### src/rtl/spi_mem_master.sv
// SPI mode-0 initiator for single 40-bit mailbox transactions (1 write/cmd bit, 7 addr bits, 32 data bits).
// Latency: done at 1+81*CLK_DIV+CS_HOLD clocks after accept; no queueing, cmd_ready is low while a frame runs.
module spi_mem_master #(
  parameter int CLK_DIV = 4,
  parameter int CS_HOLD = 2
) (
  input  logic        clk,
  input  logic        reset_n,
  input  logic        cmd_valid,
  output logic        cmd_ready,
  input  logic        cmd_write,
  input  logic [6:0]  cmd_addr,
  input  logic [31:0] cmd_wdata,
  output logic        done,
  output logic [31:0] rsp_rdata,
  output logic        busy,
  output logic        spi_clk,
  output logic        spi_cs,
  output logic        spi_mosi,
  input  logic        spi_miso
);

  localparam int CMAX = (2 * CLK_DIV > CS_HOLD) ? 2 * CLK_DIV : CS_HOLD;
  localparam int CW   = $clog2(CMAX + 1);

  localparam logic [CW-1:0] C_ONE  = CW'(1);
  localparam logic [CW-1:0] C_DIV  = CW'(CLK_DIV);
  localparam logic [CW-1:0] C_DIV2 = CW'(2 * CLK_DIV);
  localparam logic [CW-1:0] C_HOLD = CW'(CS_HOLD);
  localparam logic [CW-1:0] C_GAP  = CW'(CLK_DIV - 1);

  typedef enum logic [2:0] {
    IDLE,
    SETUP,
    SHIFT,
    HOLD,
    GAP
  } state_t;

  state_t        state;
  logic [CW-1:0] cnt;
  logic [5:0]    bit_cnt;
  logic [39:0]   shreg;
  logic [31:0]   rx;
  logic          is_write;

  always_ff @(posedge clk or negedge reset_n) begin
    if (!reset_n) begin
      state     <= IDLE;
      cnt       <= '0;
      bit_cnt   <= '0;
      shreg     <= '0;
      rx        <= '0;
      is_write  <= 1'b0;
      spi_clk   <= 1'b0;
      spi_cs    <= 1'b1;
      spi_mosi  <= 1'b0;
      done      <= 1'b0;
      busy      <= 1'b0;
      cmd_ready <= 1'b1;
      rsp_rdata <= '0;
    end else begin
      done <= 1'b0;
      case (state)
        IDLE: begin
          if (cmd_valid && cmd_ready) begin
            shreg     <= {cmd_write, cmd_addr, cmd_write ? cmd_wdata : 32'h0};
            is_write  <= cmd_write;
            cnt       <= '0;
            bit_cnt   <= '0;
            busy      <= 1'b1;
            cmd_ready <= 1'b0;
            state     <= SETUP;
          end
        end
        SETUP: begin
          spi_cs   <= 1'b0;
          spi_mosi <= shreg[39];
          if (cnt == C_DIV) begin
            spi_clk <= 1'b1;
            cnt     <= C_ONE;
            state   <= SHIFT;
          end else begin
            cnt <= cnt + C_ONE;
          end
        end
        // cnt 1..CLK_DIV is the high phase, CLK_DIV+1..2*CLK_DIV the low phase
        SHIFT: begin
          if (cnt == C_DIV) begin
            spi_clk <= 1'b0;
            if (!is_write && bit_cnt >= 6'd8) rx <= {rx[30:0], spi_miso};
            if (bit_cnt != 6'd39) begin
              spi_mosi <= shreg[38];
              shreg    <= {shreg[38:0], 1'b0};
            end
            cnt <= cnt + C_ONE;
          end else if (cnt == C_DIV2) begin
            cnt <= C_ONE;
            if (bit_cnt == 6'd39) begin
              state <= HOLD;
            end else begin
              spi_clk <= 1'b1;
              bit_cnt <= bit_cnt + 6'd1;
            end
          end else begin
            cnt <= cnt + C_ONE;
          end
        end
        HOLD: begin
          if (cnt == C_HOLD) begin
            spi_cs   <= 1'b1;
            spi_mosi <= 1'b0;
            done     <= 1'b1;
            if (!is_write) rsp_rdata <= rx;
            cnt      <= C_ONE;
            state    <= GAP;
          end else begin
            cnt <= cnt + C_ONE;
          end
        end
        // IDLE is entered one clock early so the next accept edge lands CLK_DIV clocks after cs rises
        GAP: begin
          if (cnt == C_GAP) begin
            busy      <= 1'b0;
            cmd_ready <= 1'b1;
            state     <= IDLE;
          end else begin
            cnt <= cnt + C_ONE;
          end
        end
        default: state <= IDLE;
      endcase
    end
  end

endmodule

### config.mk
export PLATFORM = sky130hd
export DESIGN_NAME = spi_mem_master
export DESIGN_NICKNAME = d
export VERILOG_FILES = /design/src/rtl/spi_mem_master.sv
export SDC_FILE = /design/constraint.sdc
export NUM_CORES = 1
export LEC_CHECK = 0
export CAP_MARGIN = 40
export CORE_ASPECT_RATIO = 0.5
export CORE_MARGIN = 3
export CORE_UTILIZATION = 46
export CTS_BUF_LIST = sky130_fd_sc_hd__clkbuf_8
export DETAILED_ROUTE_END_ITERATION = 10
export DONT_BUFFER_PORTS = 1
export PLACE_DENSITY = 0.66
export SLEW_MARGIN = 15
export SYNTH_ARGS = -nofsm -noshare
export SYNTH_HDL_FRONTEND = slang
export SYNTH_SLANG_ARGS = --single-unit
### constraint.sdc
create_clock -name clk -period 3.2 [get_ports clk]
set_input_delay 0.64 -clock clk [delete_from_list [all_inputs] [get_ports clk]]
set_output_delay 0.64 -clock clk [all_outputs]
set_load 0.05 [all_outputs]
==> results.md, run 1 <==
* Status: complete, but fails checks
* Failing checks: negative hold slack
* Synth Net Count at between 500 and 600
* Met2 Routed Length at 4960 µm
* Number of DRC markers in iteration 0 at 370
* Crit-path max FO at 32
* Cell Area, Synth at 0.00581 mm²
* Vias at about 3600
* Initial antenna violation count at 0
* Crit path buf inv count at 1
* Setup_tns at 0 ps
* Io pins at a little over 80
* Syn_area_per_cell at ~12 µm²
* Setup bufs post-CTS at 0
* Core footprint at 0.0121 mm²
* Max Freq at between 0.4 and 0.5 GHz
* Clock slew at reported path FFs at 80 ps
* Pin slew with the least headroom to its limit at 561 ps
* Setup violations, final at 0
* Post-DP Area at 0.00593 mm²
* Vias in the first global route at 3457
* Met3 WL post-DR at 729 µm
* Num CTS Buffers at 17
* Sequential share of the synthesized area at 53.4%
* Synth async-reset ratio at 100%
* Final WL at roughly 11000 µm
* Vias per std cell at about 5.4
* Ant diodes at 0
* Core Rows at 28
* # Max-Cap Violations at 0
* Flops & latches, synth at 124
* CP top delay family: simple AND/OR/NAND/NOR gates
* Crit path launch type: register
* Slew HR at 62.6%
* Required @ worst endpoint at 3530 ps
* Final Cycle Share at 77.5%
* WP data arrival at 2810 ps
* Slowest cell delay on critical path at 630 ps
* Synth Flop Type: dfrtp_1
* Clock tree buffer depth at 2
* Cell Chain, Critical Path: or3b_1 > nor4_4 > buf_4 > mux2_2
* Worst Setup End Kind: register
* Final clock skew at 18.6 ps
* Final Max Tran Viols at 0
* PortBufs at 0
* Post-synth EDFFs at 0
* Fin area at 0.00640 mm²
* Gr ovfl total at 0
* Total leakage power at around 0.0032 µW
* Routed len/inst at 16.8 µm
* Final #Nets at 533
* Ys Warns at 0
* Initial Util at 48.1%
* Hold WS at -114 ps
* DIE AREA at 0.0141 mm²
* H-tree levels at 4
* Die width at 165 µm
* DRC violation count after routing at 0
* Dpl ws at 709 ps
* Clock Sinks at 124
* RSZ-0062 raised after global routing: false
* Cells after Synth at 489
* Resize count post-CTS at 0
* Clk root buf: clkbuf_8
* TritonCTS clock tree: built
* Latest clock arrival within the worst-skew pair at 450 ps
* Gr usage total at 16.6%
* Slowest cell on the critical path: dfrtp_1
* TritonRoute pass-1 iters at 4
* Count of cell types in the netlist at 52
* Largest net degree at the start of global routing at approximately 130
* VDD IR max at 0.000251 V
* First-pass GRT wire length at 18300 µm
* Share of cells above drive strength 1 at 27.4%
* Post-route setup slack at 720 ps
* Wire length on met1 at 5290 µm
* Fin crit period at 2480 ps
* Hold Path Class: primary input to async pin
* RePlAce Congestion at between 0.8 and 0.9
* P per Cell Area at 507 mW/mm²
* Final ANT Viol Nets at 0
* Final hold viol count at between 100 and 150
* Crit Path Category: register to register
* Die H at 85.5 µm
* Util after Layout at between 50% and 60%
* Area growth from synthesis to layout at 10.2%
* Top Layer Used: met4
* Post-detail-place hpwl at about 6900 µm
Yosys cell counts (all sizes together), types with 4 or more instances:
| library cell | n | area, µm² |
|---|---|---|
| nor3b | 4 | 35.0 |
| clkbuf | 7 | 26.3 |
| o21ai | 11 | 55.1 |
| ha | 5 | 62.6 |
| nand3 | 34 | 170 |
| inv | 10 | 37.5 |
| mux2 | 104 | 1270 |
| nand2b | 5 | 31.3 |
| nor2 | 9 | 33.8 |
| dfrtp | 122 | 3050 |
| nand2 | 96 | 360 |
| a21oi | 6 | 41.3 |
| buf | 23 | 160 |
path summary, 6_finish.rpt:
kind,cells past startpoint,slack (ps),start,endpoint
max,4,720,state[1],rx[30]
min,0,-110,reset_n,shreg[9]
max reg2reg,4,720,state[1],rx[30]
min reg2reg,1,490,shreg[36],shreg[36]
max in group asynchronous,0,3060,reset_n,spi_cs
min in group clk,1,320,spi_miso,rx[0]
kinds of logic (layout without fill, tap and decap cells):
kind of cell    after synthesis  in the layout  synth area share [%]
xor+xnor                      3              3                 0.452
mux                         107            107                  22.4
fa+ha+maj                     5              5                  1.08
simple gates                170            170                  13.9
compound gates               40             40                  4.84
buf+inv                      40             48                  3.85
flops                       124            124                  53.4
where the power goes:
| part | switching (µW) | internal [µW] | total, µW |
|---|---|---|---|
| clock network | 706 | 969 | 1670 |
| registers | 1.95 | 1570 | 1570 |
| logic | 0.565 | 2.59 | 3.16 |
| total | 709 | 2540 | 3250 |
sequential cells by signal, summed over array words and instances, names as in the netlist:
register,cells
spi_cs,1
busy,1
rx,32
bit_cnt,6
cmd_ready,1
rsp_rdata,32
cnt,4
shreg,40
spi_mosi,1
done,1
is_write,1
spi_clk,1
state,3
layer usage:
metal,up-vias,global-route usage [%]
li1,1690,-
met2,83,24.3
met3,12,6.37
met4,0,5.48
met5,-,0
met1,1791,22.8
area by class of cell:
cell class | instances | area (µm²)
Tap cell | 165 | 206
Timing Repair Buffer | 6 | 70.1
Multi-Input combinational cell | 325 | 2510
Fill cell | 1055 | 5680
Inverter | 10 | 37.5
Sequential cell | 124 | 3110
Clock buffer | 18 | 248
Clock inverter | 14 | 230
worst reg2reg max path, cell delays in order, from the launching register on:
cell	delay [ps]
dfrtp_1	630
or3b_1	590
nor4_4	320
buf_4	430
mux2_2	410
per-stage QoR:
step,std cells,total power (µW)
after floorplan,489,1610
after global placement,630,1600
after detailed placement,630,1600
after CTS,662,3300
after global routing,662,3360
final,662,3250
placed cells by master (no fill, tap or decap), drive strengths merged, types with 3 or more instances in the layout:
master	Yosys	final
a21oi	6	6
and3b	3	3
mux2i	3	3
bufinv	0	5
a211oi	3	3
nor3b	4	4
nor3	3	3
nand2b	5	5
clkbuf	7	18
buf	23	6
o2111ai	3	3
inv	10	16
o22ai	3	3
nand2	96	96
nand3	34	34
dfrtp	122	122
mux2	104	104
o21ai	11	11
nor2	9	9
ha	5	5
(Power assumes the default switching activity.)
==> run 2: changes to the inputs <==
--- a/config.mk
+++ b/config.mk
@@ -12,7 +12,7 @@
 export CTS_BUF_LIST = sky130_fd_sc_hd__clkbuf_8
 export DETAILED_ROUTE_END_ITERATION = 10
 export DONT_BUFFER_PORTS = 1
-export PLACE_DENSITY = 0.66
+export PLACE_DENSITY = 0.68
 export SLEW_MARGIN = 15
 export SYNTH_ARGS = -nofsm -noshare
 export SYNTH_HDL_FRONTEND = slang
==> constraint.sdc (replaced) <==
create_clock -name clk -period 2.1 [get_ports clk]
set_input_delay 0.42 -clock clk [delete_from_list [all_inputs] [get_ports clk]]
set_output_delay 0.42 -clock clk [all_outputs]
set_load 0.05 [all_outputs]
==> results.md, run 2 (same netlist as run 1, synthesis figures left out) <==
* Status: complete, but fails checks
* Failing checks: negative hold slack
* Largest net degree at the start of global routing at 125
* Crit path launch type: register
* Initial Util at 48.1%
* DIE AREA at between 0.01 and 0.015 mm²
* # Max-Cap Violations at 0
* Largest registers: shreg (40), rsp_rdata (32), rx (32)
* Core footprint at around 0.012 mm²
* Final ANT Viol Nets at 0
* Fin crit period at about 2000 ps
* Final Max Tran Viols at 0
* Clock slew at reported path FFs at 80 ps
* Vias in the first global route at 3584
* Slowest cell on the critical path: or3b_1
* Latest clock arrival within the worst-skew pair at 420 ps
* Slowest cell delay on critical path at between 400 and 500 ps
* Final #Nets at 547
* First-pass GRT wire length at 18000 µm
* Clock tree buffer depth at 2
* Most common cell after layout, fill and taps aside: dfrtp_1
* Crit-path max FO at 32
* Crit Path Category: register to register
* Final hold viol count at 124
* Setup violations, final at 0
* H-tree levels at 4
* Initial antenna violation count at 0
* Io pins at 82
* PortBufs at 0
* Gr ovfl total at 0
* Routed len/inst at approximately 16 µm
* Crit path buf inv count at 1
* VDD IR max at ~0.00036 V
* Gr usage total at 16.2%
* Required @ worst endpoint at 2400 ps
* Die width at 165 µm
* Worst Setup End Kind: register
* Area growth from synthesis to layout at 10.8%
* Number of DRC markers in iteration 0 at about 230
* Number of flip-flops in the largest register at 40
* Resize count post-CTS at 0
* Ant diodes at 0
* RSZ-0062 raised after global routing: false
* Slew HR at approximately two thirds
* Post-detail-place hpwl at 6980 µm
* Clock Sinks at 124
* TritonRoute pass-1 iters at 6
* Setup bufs post-CTS at 0
* Share of cells above drive strength 1 at 29.2%
* Final Cycle Share at a little over nine tenths
* Commonest non-fill, non-tap cells in the layout: 122 x dfrtp_1, 96 x nand2_1, 60 x mux2_2, 34 x nand3_1, 27 x mux2_4
* Core Rows at 28
* Cell Chain, Critical Path: or3b_1 > nor4_4 > buf_12 > mux2_2
* CP top delay family: simple AND/OR/NAND/NOR gates
* P per Cell Area at 699 mW/mm²
* Final clock skew at about 13 ps
* RePlAce Congestion at 0.789
* Total leakage power at about 0.0032 µW
* Register area at 0.00311 mm²
* Hold Path Class: primary input to async pin
* Most flops, register: shreg
* Vias at about 3600
* DRC violation count after routing at 0
* WP data arrival at 2290 ps
* Die H at 85.5 µm
* Final WL at approximately 11000 µm
* Multi-input logic area at 0.00251 mm²
* Max Freq at roughly 0.50 GHz
* Clk root buf: clkbuf_8
* Num CTS Buffers at 17
* Hold WS at -313 ps
* Vias per std cell at 5.29
* Pin slew with the least headroom to its limit at 519 ps
* TritonCTS clock tree: built
* Setup_tns at 0 ps
* Fillers at 1055
## run 2: changes by cell type in the layout (fill, tap and decap cells not counted)
cell / change
buf_4: +13
clkinv_2: +2
buf_12: +1
clkinv_4: +2
inv_1: +1
clkbuf_8: -1
bufinv_16: -3
clkinvlp_4: -1
## run 2: routing by layer
metal,track usage [%],routed length [µm],up-vias
met2,23.2,4770,83
met5,0,0,-
li1,-,-,1712
met1,23.1,5300,1767
met3,5.02,747,16
met4,6.62,142,0
## run 2: stage by stage
step	setup slack (ps)	util, %	cells	power (µW)	area [µm²]
after floorplan	51.1	-	489	2450	5810
after global placement	130	50.0	644	2440	6040
after detailed placement	120	50.0	644	2440	6040
after CTS	101	53.3	676	4600	6440
after global routing	21.4	53.3	676	4690	6440
final	110	53.3	676	4510	6440
## run 2: path summary, 6_finish.rpt
kind / start / to / slack (ps) / cells after the start
setup / recovery: state[0] / rx[23] / 110 / 4
hold / removal: reset_n / shreg[15] / -310 / 0
setup reg to reg: state[0] / rx[23] / 110 / 4
hold reg to reg: shreg[30] / shreg[30] / 490 / 1
max in group asynchronous: reset_n / spi_cs / 2170 / 0
min in group clk: spi_miso / rx[0] / 130 / 1
## run 2: area by class of cell
type	instances	share of cell area, %
Tap cell	165	3.20
Multi-Input combinational cell	325	38.9
Inverter	10	0.583
Timing Repair Buffer	20	2.91
Clock inverter	15	2.54
Sequential cell	124	48.2
Clock buffer	17	3.63
## run 2: power by group
part	internal [µW]	leakage, µW	switching (µW)	total (µW)
registers	2390	0.00168	2.68	2390
clock network	1080	0.000209	1030	2110
logic	3.94	0.00134	0.763	4.71
total	3470	0.00323	1030	4510
==> run 3: changes to the inputs <==
--- a/config.mk
+++ b/config.mk
@@ -8,11 +8,12 @@
 export CAP_MARGIN = 40
 export CORE_ASPECT_RATIO = 0.5
 export CORE_MARGIN = 3
-export CORE_UTILIZATION = 46
+export CORE_UTILIZATION = 55
 export CTS_BUF_LIST = sky130_fd_sc_hd__clkbuf_8
 export DETAILED_ROUTE_END_ITERATION = 10
 export DONT_BUFFER_PORTS = 1
-export PLACE_DENSITY = 0.68
+export GPL_TIMING_DRIVEN = 0
+export PLACE_DENSITY = 0.78
 export SLEW_MARGIN = 15
 export SYNTH_ARGS = -nofsm -noshare
 export SYNTH_HDL_FRONTEND = slang
==> results.md, run 3 (same netlist as run 1, synthesis figures left out) <==
* Status: complete, but fails checks
* Failing checks: negative hold slack
* Crit path launch type: register
* H-tree levels at 4
* Num CTS Buffers at 17
* Number of flip-flops in the largest register at 40
* Largest net degree at the start of global routing at 125
* Worst Setup End Kind: register
* Vias per std cell at 5.56
* Largest registers: shreg (40), rsp_rdata (32), rx (32)
* GR Util met3 at 8.10%
* Clock tree buffer depth at 2
* Final WL at 11300 µm
* WP data arrival at 2400 ps
* Sequential share of power at a little over half
* Most common cell after layout, fill and taps aside: dfrtp_1
* Met1 track demand over resource at 26.3%
* Max Freq at 0.477 GHz
* Core footprint at 0.00985 mm²
* Crit Path Category: register to register
* Initial Util at 59.0%
* Required @ worst endpoint at 2410 ps
* Final Cycle Share at between 90% and 100%
* NetSw at roughly 1000 µW
* Total leakage power at ~0.0033 µW
* Gr ovfl total at 0
* Core Rows at 25
* Vias at 3711
* Top Usage Layer GRT: met2
* Fin crit period at 2100 ps
* DRC violation count after routing at 0
* Gr usage total at 19.9%
* P per Cell Area at 667 mW/mm²
* PortBufs at 0
* First-pass GRT wire length at 18400 µm
* RSZ-0062 raised after global routing: true
* Final ANT Viol Nets at 0
* Most flops, register: shreg
* Fin area at 0.00658 mm²
* Initial antenna violation count at 0
* Clk root buf: clkbuf_8
* Ant diodes at 0
* Final Max Tran Viols at 0
* Io pins at 82
* Commonest non-fill, non-tap cells in the layout: 122 x dfrtp_1, 96 x nand2_1, 60 x mux2_2, 34 x nand3_1, 31 x mux2_4
* Clk pwr share at 45.1%
* Area growth from synthesis to layout at 13.2%
* Die H at 78.7 µm
* Setup_tns at 0 ps
* TritonRoute pass-1 iters at 4
* Final Non-Filler Cells at 668
* Post-detail-place hpwl at 7150 µm
* Latest clock arrival within the worst-skew pair at about 430 ps
* Final hold viol count at 124
* Pin slew with the least headroom to its limit at 579 ps
* RePlAce Congestion at about 0.81
* Fillers at 747
* Met2 Resource Use GR at between 30% and 40%
* Final #Nets at 570
* Int Pwr at 3350 µW
* Routed len/inst at 16.9 µm
* # Max-Cap Violations at 0
* Clock Sinks at 124
* Share of cells above drive strength 1 at 31.9%
* Final clock skew at 15.0 ps
* VDD IR max at 0.000409 V
* Sw frac at 23.7%
* Flop2flop setup slack at 5 ps
* Die width at about 150 µm
* Vias in the first global route at ~3800
* Number of DRC markers in iteration 0 at 156
* Slew HR at 61.3%
* Comb pwr share at 0.4%
* Clock slew at reported path FFs at 80 ps
* Crit-path max FO at 7
* TritonCTS clock tree: built
* Hold Path Class: primary input to async pin
* Hold WS at -329 ps
* DIE AREA at 0.0119 mm²
* Placed insts at 624
* Setup violations, final at 0
* Post-DP Area at approximately 0.006 mm²
run 3: changes by cell type in the layout (fill, tap and decap cells not counted), moves of 3 or more:
cell / previous run / this run
buf_2: 0 / 5
mux2_1: 17 / 13
buf_4: 17 / 13
buf_6: 0 / 8
clkbuf_2: 0 / 3
buf_1: 0 / 4
mux2_4: 27 / 31
clkbuf_1: 0 / 5
run 3: final cells by class:
type                            count  area [µm²]  share of cell area, %
Tap cell                          135         169                   2.57
Multi-Input combinational cell    325        2540                   38.6
Sequential cell                   124        3110                   47.2
Inverter                           10        37.5                  0.570
Timing Repair Buffer               15         145                   2.21
Buffer                             28         211                   3.21
Clock inverter                     14         138                   2.09
Clock buffer                       17         234                   3.56
run 3: power groups by stage:
stage / registers, µW / logic (µW) / clock network (µW)
after floorplan: 2440 / 12.8 / 0
after global placement: 2440 / 16.0 / 0
after detailed placement: 2440 / 16.3 / 0
after CTS: 2390 / 16.4 / 2050
after global routing: 2390 / 18.4 / 2170
final: 2390 / 16.4 / 1980
run 3: metal layers:
layer  routed length (µm)  vias up
met5                    0        -
met4                  129        0
met3                  817       14
met2                 5080       89
met1                 5240     1842
li1                     -     1766
run 3: metrics by stage:
| stage | setup WS (ps) | hold WS (ps) | utilization, % | power [µW] |
|---|---|---|---|---|
| finish | 4.89 | -329 | 66.8 | 4390 |
| global route | -49.1 | -374 | 66.8 | 4580 |
| CTS | -16.7 | -354 | 66.1 | 4450 |
| detailed placement | -353 | 127 | 60.7 | 2460 |
| global placement | -364 | 128 | 60.7 | 2460 |
| floorplan | 51.1 | 124 | - | 2450 |
run 3: critical path, cell delays in order (launching register included):
cell       delay (ps)
dfrtp_1           380
buf_6             130
or3b_1            380
buf_6             140
a21oi_4           170
a2bb2oi_4         180
buf_12            150
buf_8             120
mux2_2            330
run 3: path summary, 6_finish.rpt:
check                          start         to  cells past startpoint
max reg2reg                 state[0]  shreg[35]                      8
min in group clk            spi_miso      rx[0]                      1
min                          reset_n      rx[9]                      0
min reg2reg                shreg[39]  shreg[39]                      1
max in group asynchronous    reset_n  shreg[39]                      0
max                         state[0]  shreg[35]                      8
run 3: timing repair:
item / in CTS / in global routing
endpoints found under the setup margin: 103 / 100
hold endpoints to repair: 124 / 124
gates cloned: 1 / 1
resized for setup: 17 / 17
setup buffers: 8 / 6
pin swaps: 2 / 1
